### config.mk
export PLATFORM = sky130hd
export DESIGN_NAME = uart_rx_cfg
export DESIGN_NICKNAME = d
export VERILOG_FILES = /design/src/rtl/uart_pkg.sv /design/src/rtl/uart_rx_sync.sv /design/src/rtl/uart_rx_cfg.sv
export SDC_FILE = /design/constraint.sdc
export NUM_CORES = 1
export LEC_CHECK = 0
export CAP_MARGIN = 20
export CORE_ASPECT_RATIO = 1.4
export CORE_MARGIN = 10
export CORE_UTILIZATION = 56
export DETAILED_ROUTE_END_ITERATION = 10
export GPL_ROUTABILITY_DRIVEN = 0
export HOLD_SLACK_MARGIN = 0.1
export MAX_ROUTING_LAYER = met4
export PLACE_DENSITY = 0.77
export RECOVER_POWER = 100
export SETUP_SLACK_MARGIN = 0.4
export SLEW_MARGIN = 20
export SYNTH_ARGS = -nofsm -noshare
export SYNTH_HDL_FRONTEND = slang
export SYNTH_HIERARCHICAL = 1
export SYNTH_SLANG_ARGS = --single-unit
### constraint.sdc
create_clock -name clk -period 2.95 [get_ports clk]
set_clock_uncertainty 0.05 [all_clocks]
set_input_delay 0.4425 -clock clk [delete_from_list [all_inputs] [get_ports clk]]
set_output_delay 0.4425 -clock clk [all_outputs]
set_load 0.005 [all_outputs]
### src/rtl/uart_pkg.sv
// uart_pkg: shared receiver state encoding and width helpers for uart_rx_cfg.
package uart_pkg;
  typedef enum logic [2:0] {IDLE, START, DATA, PARITY, STOP} rx_state_t;
  function automatic int cnt_w(input int clks_per_bit);
    return $clog2(clks_per_bit);
  endfunction
  function automatic int idx_w(input int data_bits);
    return $clog2(data_bits + 1);
  endfunction
  localparam int CNT_W = cnt_w(868);
  localparam int IDX_W = idx_w(8);
endpackage

### src/rtl/uart_rx_sync.sv
// uart_rx_sync: two-flop synchroniser for the idle-high serial line, resets to 1.
module uart_rx_sync (
  input  logic clk,
  input  logic rst_n,
  input  logic d_i,
  output logic q_o
);
  logic [1:0] ff_q;
  always_ff @(posedge clk) begin
    if (!rst_n) ff_q <= 2'b11;
    else        ff_q <= {ff_q[0], d_i};
  end
  assign q_o = ff_q[1];
endmodule

### src/rtl/uart_rx_cfg.sv
// uart_rx_cfg: configurable UART receiver with framing/parity error strobes.
// Optional parity bit enabled by defining UART_RX_PARITY_EN.
module uart_rx_cfg
  import uart_pkg::*;
#(
  parameter int CLKS_PER_BIT = 868,
  parameter int DATA_BITS    = 8,
  parameter int STOP_BITS    = 1
) (
  input  logic                 clk,
  input  logic                 rst_n,
  input  logic                 i_data,
  input  logic                 i_parity_odd,
  output logic [DATA_BITS-1:0] o_data,
  output logic                 o_valid_data,
  output logic                 o_frame_err,
  output logic                 o_parity_err,
  output logic                 rx_busy
);
  localparam int CW = cnt_w(CLKS_PER_BIT);
  localparam int IW = idx_w(DATA_BITS);
  localparam logic [CW-1:0] HALF  = CW'(CLKS_PER_BIT / 2 - 1);
  localparam logic [CW-1:0] FULL  = CW'(CLKS_PER_BIT - 1);
  localparam logic [IW-1:0] LAST  = IW'(DATA_BITS - 1);
  localparam logic [IW-1:0] SLAST = IW'(STOP_BITS - 1);

  logic rx_s;
  rx_state_t state_q, state_d;
  logic [CW-1:0] cnt_q, cnt_d;
  logic [IW-1:0] idx_q, idx_d;
  logic [DATA_BITS-1:0] sh_q, sh_d, data_q, data_d;
  logic ferr_q, ferr_d, perr_q, perr_d, brk_q, brk_d;
  logic valid_q, valid_d, fstb_q, fstb_d, pstb_q, pstb_d;
  logic tick;

  uart_rx_sync u_sync (.clk(clk), .rst_n(rst_n), .d_i(i_data), .q_o(rx_s));

  assign tick = cnt_q == FULL;

  always_ff @(posedge clk) begin
    if (!rst_n) begin
      state_q <= IDLE;
      cnt_q   <= '0;
      idx_q   <= '0;
      sh_q    <= '0;
      data_q  <= '0;
      ferr_q  <= 1'b0;
      perr_q  <= 1'b0;
      brk_q   <= 1'b0;
      valid_q <= 1'b0;
      fstb_q  <= 1'b0;
      pstb_q  <= 1'b0;
    end else begin
      state_q <= state_d;
      cnt_q   <= cnt_d;
      idx_q   <= idx_d;
      sh_q    <= sh_d;
      data_q  <= data_d;
      ferr_q  <= ferr_d;
      perr_q  <= perr_d;
      brk_q   <= brk_d;
      valid_q <= valid_d;
      fstb_q  <= fstb_d;
      pstb_q  <= pstb_d;
    end
  end

  // brk_q remembers a line stuck low after a frame error so a held break
  // only bounces IDLE<->START until the line goes high again.
  always_comb begin
    state_d = state_q;
    cnt_d   = cnt_q + 1'b1;
    idx_d   = idx_q;
    sh_d    = sh_q;
    data_d  = data_q;
    ferr_d  = ferr_q;
    perr_d  = perr_q;
    brk_d   = brk_q & ~rx_s;
    valid_d = 1'b0;
    fstb_d  = 1'b0;
    pstb_d  = 1'b0;
    case (state_q)
      IDLE: begin
        cnt_d   = '0;
        idx_d   = '0;
        ferr_d  = 1'b0;
        perr_d  = 1'b0;
        state_d = rx_s ? IDLE : START;
      end
      START: if (cnt_q == HALF) begin
        cnt_d   = '0;
        state_d = (rx_s || brk_q) ? IDLE : DATA;
      end
      DATA: if (tick) begin
        cnt_d = '0;
        sh_d  = {rx_s, sh_q[DATA_BITS-1:1]};
        idx_d = idx_q + 1'b1;
        if (idx_q == LAST) begin
          idx_d = '0;
`ifdef UART_RX_PARITY_EN
          state_d = PARITY;
`else
          state_d = STOP;
`endif
        end
      end
`ifdef UART_RX_PARITY_EN
      PARITY: if (tick) begin
        cnt_d   = '0;
        perr_d  = ^{sh_q, rx_s} ^ i_parity_odd;
        state_d = STOP;
      end
`endif
      STOP: if (tick) begin
        cnt_d  = '0;
        ferr_d = ferr_q | ~rx_s;
        idx_d  = idx_q + 1'b1;
        if (idx_q == SLAST) begin
          idx_d   = '0;
          state_d = IDLE;
          data_d  = sh_q;
          fstb_d  = ferr_d;
          pstb_d  = ~ferr_d & perr_q;
          valid_d = ~ferr_d & ~perr_q;
          brk_d   = ~rx_s;
        end
      end
      default: state_d = IDLE;
    endcase
  end

  assign o_data       = data_q;
  assign o_valid_data = valid_q;
  assign o_frame_err  = fstb_q;
  assign rx_busy      = state_q != IDLE;
`ifdef UART_RX_PARITY_EN
  assign o_parity_err = pstb_q;
`else
  logic unused_par;
  assign unused_par   = i_parity_odd ^ pstb_q;
  assign o_parity_err = 1'b0;
`endif
endmodule

# Word level (Yosys, flattened, before mapping)
# Cells that the tools add are included.
# totals
ff_bits	39
in_bits	4
word_cells	61
# op_classes
add_sub_neg	2
eq_ne	11
n_mux	21
bitwise	4
reduce_logical	13
# ops
op	count
$pmux W10 S3	1
$mux W10	2
$mux W4	4
$mux W3	5
$pmux W3 S4	1
$pmux W4 S3	1
$add A10 B1 Y10 const B	1
$eq A10 B10 Y1 const B	1
$eq A10 B9 Y1 const B	1
$ne A2 B2 Y1 const B	5
$reduce_and A3 Y1	2
$reduce_bool A3 Y1	2
$mux W1	5
$reduce_and A5 Y1	1
$add A4 B1 Y4 const B	1
$eq A4 B3 Y1 const B	1
$logic_not A4 Y1	1
$reduce_and A2 Y1	2
$reduce_and A4 Y1	1
$eq A3 B1 Y1 const B	1
$eq A3 B2 Y1 const B	1
$eq A3 B3 Y1 const B	1
$logic_not A3 Y1	1
$mux W2	1
other kinds (7)	8

# Longest topological paths before layout
# Gate-level depths: netlist of run 1.
# depth
depth_word	5
ltp_mapped	7
depth_no_buf	7

# By module
# The synthesis of run 1 kept the hierarchy.
# modules_own_cells
module	n_inst	cells_each	area_per_inst_um2	seq_area_each_um2
uart_rx_cfg	1	179	1725.4	740.7
uart_rx_sync	1	4	52.6	40.0

# Worst setup path before layout of run 1
# Ideal clock, no wire load.
# synth_path
kind	reg-to-reg
from	register cnt_q[0]
to	register data_q[0] (netlist: o_data[0])
setup_ns	0.116
t_arrival_ns	1.545
path_slack_ns	1.239
stages_incl_launch_ff	8
path_buffers	1
period_less_slack_ns	1.711
cell_sequence	dfxtp_1 -> ha_1 -> and4bb_4 -> nand3_2 -> nor3_2 -> buf_6 -> mux2i_1 -> nor2b_1
# synth_between
elab_chain_len	2
# synth_rtl
element	line_no	source
from (decl)	uart_rx_cfg.sv:29	logic [CW-1:0] cnt_q, cnt_d;
from (signal assigned)	uart_rx_cfg.sv:55	cnt_q <= cnt_d;
$eq A10 B10 Y1	uart_rx_cfg.sv:38	assign tick = cnt_q == FULL;
$reduce_and A3 Y1 (no source line)	--	
to (signal assigned)	uart_rx_cfg.sv:58	data_q <= data_d;
to (decl)	uart_rx_cfg.sv:31	logic [DATA_BITS-1:0] sh_q, sh_d, data_q, data_d;
# No other way between the ends.
# A chain may end at the register's enable or synchronous reset.

# Worst setup path in the final report of run 1
# layout_path
from	register cnt_q[0]
to	register data_q[2] (netlist: o_data[2])
# The elaborated chain is that of the path after synthesis.

==> impl_results.md, run 1 <==
* Top delay family on crit path: simple AND/OR/NAND/NOR gates
* DRT iter0 DRCs at 32
* Largest area contributor in the netlist: dfxtp_1
* Via count at 1284
* Vias in the first global route at 1327
* Seq/Total Area, Yosys at 43.9%
* All-Layer GR Usage at 12.2%
* Initial Util at 57.5%
* First-pass GRT wire length at 5520 um
* Worst EP arrival at 2.49 ns
* Share of cells above drive strength 1 at 8.54%
* H-tree levels at 2
* Bufs on Longest Clock Path at 2
* Synthesis Warnings at 6
* Leakage at 0.676 nW
* Slowest cell on crit path: clkbuf_1
* Diodes inserted at 0
* Max Fclk at 424 MHz
* Port bufs at 13
* Pre-antenna DRT Iters at 4
* Slew @ Worst Pin at 0.636 ns
* Gr ovfl total at 0
* Cts hold-fix bufs at 0
* Total CTS buffers at 5
* Top FF cell, synth: dfxtp_1
* Final hold vios at 0
* Total Power at 0.908 mW
* Post-Route WL at 3120 um
* Die height at 86.7 um
* I/O Pins at 16
* Crit path launch type: flop
* RSZ-0062 raised after global routing: false
* Final HPWL DP at 2400 um
* Area grow syn2layout at 12.0%
* Antenna violations before repair at 0
* CTS tree: yes
* Max-Cap Viols at 0
* Worst path cell trace: ha_1, and4bb_4, nand3_1, nor3_1, clkbuf_1, mux2i_1, nor2b_1
* WHS Path Cells at 1
* Most frequent cells in the layout: dfxtp_1 (39), nor2_1 (19), mux2i_1 (18), nor2b_1 (18), nand2_1 (15)
* Slew Limit Fails at 0
* Root buffer cell: clkbuf_8
* HP Class: reg2reg
* Setup-failing EPs final at 0
* Num rows at 24
* Cells taking the most area after synthesis: dfxtp_1 (44%), mux2i_1 (10%), nor2b_1 (6.3%)
* Hold Startpoint: u_sync/ff_q[0]
* Fin crit period at 2.36 ns
* Vias per cell at 5.39
* CP max stage delay at 0.52 ns
* CP startpoint: cnt_q[0]
* Setup TNS at 0 ns
* Crit. End Element: flop
* Max Fanout on Critical Path at 9
* Insertion delay to the later sink of the worst-skew pair at 0.29 ns
* CTS clk-pin slew, worst paths at 0.07 ns
* CP Data Required Time at 3.08 ns
* Largest net degree at the start of global routing at 18
* CTS-repair resized insts at 0
* Part of the cycle the worst path needs at 80.0%
* Die area at 5860 um2
* Share of Yosys cell area claimed by the top area cell type at 43.9%
* Routed Antenna Nets at 0
* Synthesized area at 1780 um2
* Register bit total from synthesis at 39
* DRC Markers at 0
* WL/cell at 13.1 um
* Clock Sinks at 39
* Flop2flop setup slack at 0.59 ns
* Hold EP: u_sync/ff_q[1]
* FF-to-FF path depth at 7
* Cells after synthesis at 183
* WP buf/inv at 1
* VDD IR max at 0.423 mV
* Worst r2r dst: o_data[2]
* RR Startpoint: cnt_q[0]
* Rel. slew slack at 57.6%
* Layout Nets at 206
* Status: completed
* Worst setup path class: reg2reg
* # fillers at 272
* Commonest non-fill, non-tap cell in the layout: dfxtp_1
* Pwr dens at 456 nW/um2
* Core Area at 3090 um2
* Post-CTS Setup Inserts at 0
* Die Width at 67.6 um
* Asr flop ratio synth at 0%
* Synth Area per Inst at 9.72 um2
* EDFF count, synth at 0
* Netlist cell types at 43
* Syn Nets at 191
[cell type report]
class / instances / area (um2) / area share [%]
Multi-Input combinational cell: 133 / 921 / 46.2
Clock buffer: 5 / 68.8 / 3.45
Inverter: 4 / 15.0 / 0.754
Tap cell: 39 / 48.8 / 2.45
Clock inverter: 3 / 20.0 / 1.01
Sequential cell: 39 / 781 / 39.2
Timing Repair Buffer: 15 / 138 / 6.91
[metal layers]
layer / GRT usage (%) / vias up / wire length, um
met2: 21.1 / 21 / 1640
met3: 4.01 / 7 / 149
met4: 5.24 / 0 / 68
li1: - / 648 / -
met5: - / - / 0
met1: 12.0 / 608 / 1260
[synthesized netlist by cell type, types with 2 or more instances]
| cell type | number |
|---|---|
| a21oi_1 | 4 |
| nor3_1 | 3 |
| inv_1 | 4 |
| and4_2 | 2 |
| dfxtp_1 | 39 |
| xor2_1 | 3 |
| buf_4 | 2 |
| xnor2_1 | 5 |
| o21ai_0 | 2 |
| nor2_1 | 18 |
| clkbuf_1 | 3 |
| nor3b_1 | 5 |
| a21boi_0 | 2 |
| and2_1 | 3 |
| nand2b_1 | 3 |
| mux2i_1 | 18 |
| nand3_1 | 7 |
| ha_1 | 4 |
| nor2b_1 | 18 |
| nand2_1 | 15 |
[stage by stage]
step	setup slack (ns)	instance area [um2]	utilization (%)	cells	hold WS, ns
detailed placement	1.00	1930	62.4	230	0.350
CTS	0.743	2020	65.3	238	0.368
global route	0.373	1990	64.4	238	0.388
global placement	1.06	1930	62.4	230	0.342
floorplan	1.24	1780	-	183	0.336
finish	0.590	1990	64.4	238	0.363
[power breakdown]
part	internal, mW	switching (mW)
logic	0.0141	0.0170
clock network	0.164	0.181
registers	0.529	0.00347
total	0.707	0.201
[cell families after synthesis]
family | count (synthesis) | share of synthesized area (%)
buffers and inverters | 11 | 3.24
adders and majority gates | 4 | 2.82
AOI/OAI and AO/OA | 15 | 6.90
DFF | 39 | 43.9
muxes | 18 | 10.1
xor gates and xnor gates | 8 | 3.94
and+or+nand+nor | 87 | 28.9
other | 1 | 0.211
[flip-flops by register name, indices dropped and copies added (netlist names)]
register and count:
cnt_q 10, o_data 8, sh_q 8, idx_q 4, state_q 3, u_sync/ff_q 2, brk_q 1, ferr_q 1
o_frame_err 1, o_valid_data 1
[worst max path at each step]
stage / end / slack [ns] / depth (start not counted)
after floorplan: o_data[0] / 1.24 / 7
after global placement: rx_busy / 1.06 / 2
after detailed placement: o_data[2] / 1.00 / 7
after CTS: rx_busy / 0.74 / 2
after global routing: o_data[4] / 0.37 / 7
final: o_data[2] / 0.59 / 7
Power figures use the tool's default switching activity.
==> inputs of run 2 (changes only) <==
--- a/config.mk
+++ b/config.mk
@@ -8,12 +8,12 @@
 export CAP_MARGIN = 20
 export CORE_ASPECT_RATIO = 1.4
 export CORE_MARGIN = 10
-export CORE_UTILIZATION = 56
+export CORE_UTILIZATION = 50
 export DETAILED_ROUTE_END_ITERATION = 10
 export GPL_ROUTABILITY_DRIVEN = 0
 export HOLD_SLACK_MARGIN = 0.1
 export MAX_ROUTING_LAYER = met4
-export PLACE_DENSITY = 0.77
+export PLACE_DENSITY = 0.73
 export RECOVER_POWER = 100
 export SETUP_SLACK_MARGIN = 0.4
 export SLEW_MARGIN = 20
==> constraint.sdc (replaced) <==
create_clock -name clk -period 2.1 [get_ports clk]
set_clock_uncertainty 0.05 [all_clocks]
set_input_delay 0.315 -clock clk [delete_from_list [all_inputs] [get_ports clk]]
set_output_delay 0.315 -clock clk [all_outputs]
set_load 0.005 [all_outputs]
==> impl_results.md, run 2 (synthesis results as in run 1) <==
* Area grow syn2layout at 33.4%
* Register share of total power at 51.5% (-7.1 points)
* Worst setup margin at 0.227 ns (-0.363 ns)
* Max Fanout on Critical Path at 5 (-4)
* CP startpoint: cnt_q[0]
* Antenna violations before repair at 0 (unchanged)
* Pre-antenna DRT Iters at 4 (unchanged)
* Die height at 90.6 um (+4.5%)
* WL/cell at 16.2 um (+24%)
* Total Power at 1.45 mW (+60%)
* Combinational power share at 4.5% (+1.1 points)
* Worst EP arrival at 2.03 ns (-0.46 ns)
* Root buffer cell: clkbuf_8
* H-tree levels at 2 (unchanged)
* HP Class: reg2reg
* Initial Util at 52.1% (-5.3 points)
* Leakage at 0.824 nW (+22%)
* Setup-failing EPs final at 0 (unchanged)
* Most frequent cells in the layout: dfxtp_1 (34), mux2i_1 (18), nor2b_1 (18)
* Worst r2r dst: state_q[1]
* Core Area at 3410 um2 (+10%)
* Post-layout util at 69.5% (+5.1 points)
* Setup TNS at 0 ns (unchanged)
* P_sw at 0.293 mW (+46%)
* Worst hold margin at 0.374 ns (+0.0106 ns)
* Part of the cycle the worst path needs at 89.2% (+9.2 points)
* FF-to-FF path depth at 6 (-1)
* # fillers at 245 (-9.9%)
* Sw frac at 20.2% (-2.0 points)
* Reg area at 792 um2 (+1.4%)
* DP Worst Slack at 0.162 ns (-0.842 ns)
* Number of cells on the critical path at 6 (-1)
* Slew Limit Fails at 0 (unchanged)
* RR Startpoint: cnt_q[0]
* Final hold vios at 0 (unchanged)
* VDD IR max at 0.674 mV (+59%)
* Diodes inserted at 0 (unchanged)
* Port bufs at 13 (unchanged)
* Top delay family on crit path: simple AND/OR/NAND/NOR gates
* Commonest non-fill, non-tap cell in the layout: dfxtp_1
* Slew @ Worst Pin at 0.552 ns (-0.0842 ns)
* Routed Antenna Nets at 0 (unchanged)
* Num rows at 25 (+4.2%)
* Fin crit period at 1.87 ns (-0.487 ns)
* Cts hold-fix bufs at 0 (unchanged)
* Flop2flop setup slack at 0.23 ns (-0.36 ns)
* Placed instance area at 1950 um2 (+0.97%)
* Status: completed
* I/O Pins at 16 (unchanged)
* Layout Cells excl Fill at 257 (+8.0%)
* Die area at 6370 um2 (+8.8%)
* First-pass GRT wire length at 6430 um (+16%)
* Bufs on Longest Clock Path at 2 (unchanged)
* WP buf/inv at 1 (unchanged)
* Crit path launch type: flop
* DRC Markers at 0 (unchanged)
* Slowest cell on crit path: dfxtp_4
* Crit. End Element: flop
* Via count at 1422 (+11%)
* RSZ-0062 raised after global routing: true
* Max-Cap Viols at 0 (unchanged)
* Pwr dens at 612 nW/um2 (+34%)
* Gr ovfl total at 0 (unchanged)
* Largest net degree at the start of global routing at 20 (+2)
* Max FFs per register at 10 (unchanged)
* Finished Cell Area at 2370 um2 (+19%)
* Rel. slew slack at 63.2% (+5.6 points)
* CP max stage delay at 0.38 ns (-0.14 ns)
* Worst path cell trace: ha_4, and4bb_1, nand3_4, clkbuf_1, a211oi_4, mux2i_1
* Post-Route WL at 4160 um (+34%)
* Max Fclk at 534 MHz (+26%)
* CTS clk-pin slew, worst paths at 0.07 ns (about the same)
* CTS tree: yes
* Worst setup path class: reg2reg
* Insertion delay to the later sink of the worst-skew pair at 0.29 ns (about the same)
* Layout Nets at 224 (+8.7%)
* CP Data Required Time at 2.26 ns (-0.82 ns)
* All-Layer GR Usage at 12.6% (+0.38 points)
* Clock power share at 44.0% (+6.0 points)
* Vias per cell at 5.53 (+2.6%)
* Final HPWL DP at 2600 um (+8.4%)
* Pint at 1.16 mW (+64%)
* CP Capture Point: state_q[1]
* DRT iter0 DRCs at 71 (+120%)
* Most flop-heavy register: cnt_q
* Post-Place Cells at 233 (+1.3%)
* Vias in the first global route at 1416 (+6.7%)
* Total CTS buffers at 5 (unchanged)
* Area of the multi-input gates at 1090 um2 (+18%)
* Share of cells above drive strength 1 at 28.6% (+20 points)
* Clock Sinks at 39 (unchanged)
* Die Width at 70.4 um (+4.1%)
run 2: cell count changes in the layout (fill, tap and decap cells not counted), moves of 3 or more:
cell,change
buf_4,+14
nor2_1,-7
nor2_4,+6
dfxtp_1,-5
dfxtp_2,+3
run 2: layout make-up:
type	count	area share (%)
Inverter	4	0.633
Sequential cell	39	33.4
Multi-Input combinational cell	133	45.9
Clock inverter	2	1.48
Clock buffer	6	3.48
Tap cell	40	2.11
Timing Repair Buffer	33	13.0
run 2: worst min path at each step:
stage | startpoint | to | slack (ns) | depth (start not counted)
6_report | u_sync/ff_q[0] | u_sync/ff_q[1] | 0.37 | 1
5_1_grt | u_sync/ff_q[0] | u_sync/ff_q[1] | 0.38 | 1
4_1_cts | u_sync/ff_q[0] | u_sync/ff_q[1] | 0.38 | 1
3_5_place_dp | u_sync/ff_q[0] | u_sync/ff_q[1] | 0.36 | 1
3_3_place_gp | u_sync/ff_q[0] | u_sync/ff_q[1] | 0.35 | 1
2_1_floorplan | u_sync/ff_q[0] | u_sync/ff_q[1] | 0.34 | 1
run 2: timing repair:
action / in CTS / in global routing
cloned: 1 / 1
buffers inserted: 10 / 4
endpoints found under the hold margin: 0 / 0
endpoints found under the setup margin: 34 / 36
pin swaps: 7 / 11
gates resized for setup: 22 / 36
run 2: worst register-to-register path: stages, from the launching register on:
cell      delay (ns)
dfxtp_4         0.38
ha_4            0.14
and4bb_1        0.34
nand3_4         0.11
clkbuf_1        0.21
a211oi_4        0.31
mux2i_1         0.25
run 2: power by group through the flow:
stage	sequential, mW	combinational (mW)	clock, mW
CTS	0.747	0.0553	0.655
detailed placement	0.765	0.0495	0
global placement	0.765	0.0479	0
floorplan	0.764	0.0337	0
global route	0.747	0.0699	0.695
finish	0.747	0.0650	0.639
run 2: routing by layer:
layer	global-route usage (%)	up-vias	part of all wire (%)
li1	-	686	-
met1	11.0	665	35
met2	21.4	51	54
met3	5.39	20	6.0
met4	8.25	0	5.5
met5	-	-	0
==> edit 1 (config.mk and constraints of run 2) <==
Take the reset off `sh_q` and `data_q` and load them in a clocked block of their own.
--- a/src/rtl/uart_rx_cfg.sv
+++ b/src/rtl/uart_rx_cfg.sv
@@ -43,6 +43,4 @@
       cnt_q   <= '0;
       idx_q   <= '0;
-      sh_q    <= '0;
-      data_q  <= '0;
       ferr_q  <= 1'b0;
       perr_q  <= 1'b0;
@@ -55,6 +53,4 @@
       cnt_q   <= cnt_d;
       idx_q   <= idx_d;
-      sh_q    <= sh_d;
-      data_q  <= data_d;
       ferr_q  <= ferr_d;
       perr_q  <= perr_d;
@@ -64,4 +60,9 @@
       pstb_q  <= pstb_d;
     end
+  end
+
+  always_ff @(posedge clk) begin
+    sh_q   <= sh_d;
+    data_q <= data_d;
   end
 
Check against the original RTL: no difference found for any inputs over 10 cycles, from zero or initial values and one cycle with rst_n low; that may be too few to reach the edited logic, so the function may still have changed.
==> edit 1 against run 2 <==
Worst setup slack got worse by 37 ps. Cell area is 11% lower. Sequential cell count did not move. Area after synthesis down 4.9%. Wire length fell by 16%. Cell count down 15%. Total power is 5.9% lower. Largest power group unchanged.
==> edit 1: results <==
{
  "grt_pass1_wl_mm": 5.727,
  "place_hpwl_mm": 2.342,
  "seq_area_frac_synth_pct": 55.66,
  "grt_use_total_pct": 11.79,
  "dr.max_layer_used": "met4",
  "wl_met2_mm": 2.023,
  "worst_path_max_delay_cell": "dfxtp_1",
  "hp-class": "flip-flop to flip-flop",
  "critPathLaunch": "cnt_q[0]",
  "synth_edf_count": 16,
  "grt-ovfl-total": 0,
  "wl_met1_mm": 1.187,
  "cpPeakStageDelay_ps": 480,
  "wl_met3_um": 183,
  "worstPathMaxFanout": 8,
  "dr.pass1.iters": 4,
  "finalWirelength_mm": 3.492,
  "drive_gt1_share_pct": 26.82,
  "via_count": 1243,
  "status": "completed",
  "post_synth_num_cell_types": 45,
  "antenna_cells": 0,
  "ys_warn_count": 6,
  "cts.clk_slew.worst_paths_ps": 80,
  "worstPathArrival_ps": 1860,
  "grt_start_max_net_pins": 14,
  "total_leakage_power_nw": 0.7421,
  "power_switching_uw": 308.4,
  "synth_area_leaders": "edfxtp_1 (28%), dfxtp_1 (27%), nand3_1 (3.8%)",
  "io_buffers": 13,
  "drtIter0Drc": 30,
  "synthTopCellsByCount": "dfxtp_1 (23), edfxtp_1 (16), nor2_1 (16), nand3_1 (13), nand2_1 (9)",
  "largest_register_ffs": 10,
  "pre_cts_ws_ps": 254.1,
  "numCtsBuffers": 5,
  "cts_buffer_depth": 2,
  "cp_top_family": "simple AND/OR/NAND/NOR gates",
  "antenna_found_initial": 0,
  "top_register": "cnt_q",
  "cts_root_buf": "clkbuf_8",
  "peakVddDrop_v": 0.0005470,
  "nNetsFinal": 186,
  "fillers": 272,
  "synth_fp_nets": 155,
  "slew_headroom_pct": 66.59,
  "placed_area_mm2": 0.001893,
  "clock_latency_ps": 290,
  "async_reset_ff_share_pct": 0,
  "htreeDepth": 2,
  "hp-start": "u_sync/ff_q[0]"
}
-- edit 1: kinds of logic after synthesis --
family / Yosys count / share of synthesized area, %
other: 1 / 0.2218
AO/OA/AOI/OAI: 18 / 8.808
multiplexers: 1 / 0.5922
XOR/XNOR: 8 / 4.145
flip-flops: 39 / 55.66
buffers and inverters: 8 / 2.738
AND/OR/NAND/NOR: 68 / 24.87
adder cells (fa/ha/maj): 4 / 2.961
-- edit 1: repair_timing --
action / CTS / global route
setup buffers: 7 / 3
setup endpoints to repair: 31 / 33
gates cloned: 1 / 0
gates resized for setup: 12 / 14
pin swaps: 6 / 8
-- edit 1: cell type report --
type / count / area share, %
clock inverter: 2 / 0.5921
inverter: 5 / 1.007
timing repair buffer: 26 / 11.07
multi-input combinational: 101 / 36.65
tap: 39 / 2.309
clock buffer: 6 / 3.434
sequential: 39 / 44.94
-- edit 1: power by group through the flow --
stage          clock, mW  sequential (mW)  combinational, mW
2_1_floorplan          0            0.812             0.0504
3_3_place_gp           0            0.814             0.0684
3_5_place_dp           0            0.814             0.0711
4_1_cts            0.494            0.795             0.0899
5_1_grt            0.525            0.796             0.0966
6_report           0.480            0.795             0.0888
-- edit 1: layer usage --
| metal | GRT usage (%) | vias to the layer above |
|---|---|---|
| met5 | - | - |
| met4 | 6.239 | 0 |
| met3 | 3.475 | 9 |
| li1 | - | 594 |
| met2 | 23.08 | 34 |
| met1 | 9.745 | 606 |
-- edit 1: path summary, 6_finish.rpt --
check | to | slack, ps | depth (start not counted)
setup / recovery | sh_q[0] | 190 | 5
hold reg to reg | u_sync/ff_q[1] | 370 | 1
setup reg to reg | sh_q[0] | 190 | 5
hold / removal | u_sync/ff_q[1] | 370 | 1
-- edit 1: metrics by stage --
| step | hold slack, ps | cells | utilization [%] |
|---|---|---|---|
| floorplan | 336.3 | 147 | - |
| global placement | 342.8 | 199 | 59.47 |
| detailed placement | 353.9 | 199 | 59.47 |
| CTS | 379.3 | 215 | 65.92 |
| global route | 398.5 | 218 | 66.39 |
| finish | 373.7 | 218 | 66.39 |
-- edit 1: worst register-to-register path, stage by stage, from the launching register on --
cell and delay (ps):
dfxtp_1 480, ha_4 190, and4bb_4 270, nand3_4 130
nor3_1 320, buf_12 170
==> edit 2 (config.mk and constraints of run 2) <==
Made on the original files. The parameter `CLKS_PER_BIT` goes from 868 to 3472.
--- a/src/rtl/uart_rx_cfg.sv
+++ b/src/rtl/uart_rx_cfg.sv
@@ -4,5 +4,5 @@
   import uart_pkg::*;
 #(
-  parameter int CLKS_PER_BIT = 868,
+  parameter int CLKS_PER_BIT = 3472,
   parameter int DATA_BITS    = 8,
   parameter int STOP_BITS    = 1
Behaviour: same outputs for any inputs over 10 cycles, from zero or initial values and one cycle with rst_n low; that may be too few to reach the edited logic, so the function may still have changed.
==> edit 2 against run 2 <==
Worst setup slack improved by 40 ps. Fmax rose by 2.2%. Area after synthesis rose by 5.3%. Synthesized cell count rose by 21%. Count of clock-buffer cells in the layout fell by 1. Cell count rose by 15%. Wire length rose by 8.3%. Cell area fell by 0.16%. Total power fell by 5.0%. Sequential cell count rose by 2. Largest power group unchanged. Via count rose by 19%. Combinational power fell by 16%. First-iteration DRC count rose by 77%.
==> edit 2: results <==
{
  "status": "completed",
  "comb_power_share_pct": 3.9,
  "seq_area_frac_synth_pct": 43.82,
  "multi_input_area_um2": 997.2,
  "n_all_buffers": 36,
  "inverters_excl_clock": 10,
  "hp-class": "flip-flop to flip-flop",
  "grt_pass1_wl_mm": 7.238,
  "worstPathMaxFanout": 4,
  "cts_sinks": 41,
  "seq_share_pct": 35.47,
  "hold_slack_ps": 367.2,
  "synthTopCellsByCount": "dfxtp_1 (41), nand3_1 (27), nor2_1 (23), a21oi_1 (21), nand2_1 (16)",
  "post_synth_num_cell_types": 42,
  "final_cells": 295,
  "clk-power_uw": 541,
  "total_leakage_power_nw": 0.8122,
  "place_hpwl_mm": 2.748,
  "synth_fp_nets": 229,
  "rrSetupSlack_ps": 270,
  "power_density_mw_per_mm2": 582.4,
  "buf_share_pct": 14.64,
  "drive_gt1_share_pct": 20.16,
  "synth_area_leaders": "dfxtp_1 (44%), nand3_1 (7.2%), a21oi_1 (5.6%)",
  "clock_cell_area_share_pct": 3.964,
  "wl_per_cell_um": 15.27,
  "fin_crit_sh_pct": 87.31,
  "fillers": 311,
  "syn_avg_cell_area_um2": 8.437,
  "peakVddDrop_v": 0.0005544,
  "placed_area_mm2": 0.002061,
  "place_inst": 273,
  "seq_area_um2": 839.6,
  "slew_headroom_pct": 61.50,
  "viasPerCell": 5.715,
  "pre_cts_ws_ps": 84.30,
  "nNetsFinal": 259,
  "largest_register_ffs": 12,
  "grt_pass1_vias": 1586,
  "drtIter0Drc": 126,
  "r2r-start": "idx_q[0]",
  "grt_start_max_net_pins": 21,
  "clkbuf_count": 5
}
[edit 2: cell types whose count changed after synthesis, sizes merged, moves of 3 or more]
cell,before,now
nand4,1,5
nor3b,7,3
and3,1,4
inv,4,10
nand3,8,27
nor2b,18,0
a21boi,3,0
nor2,19,23
o21ai,2,10
xnor2,5,8
a21oi,5,21
mux2i,18,2
buf,3,8
[edit 2: cells by family (layout without fill, tap and decap cells)]
family          Yosys count  count (layout)  synth area share, %
compound gates           41              41                13.23
xor+xnor                 11              11                5.144
buf+inv                  23              54                6.012
fa+ha+maj                 3               3                2.004
flops                    41              41                43.82
mux                       2               2                1.069
other cells               1               1               0.2002
simple gates            100             100                28.52
[edit 2: metal layers]
metal	global-route usage, %	part of all wire (%)
met5	-	0
met4	6.634	2.9
met3	4.274	4.3
met2	23.38	53
met1	13.54	40
[edit 2: worst max-delay path, stage by stage, from the launching register on]
cell	delay, ps
dfxtp_1	390
inv_1	80
ha_1	220
and3b_1	190
o21ai_0	240
or4b_1	470
a31oi_1	140
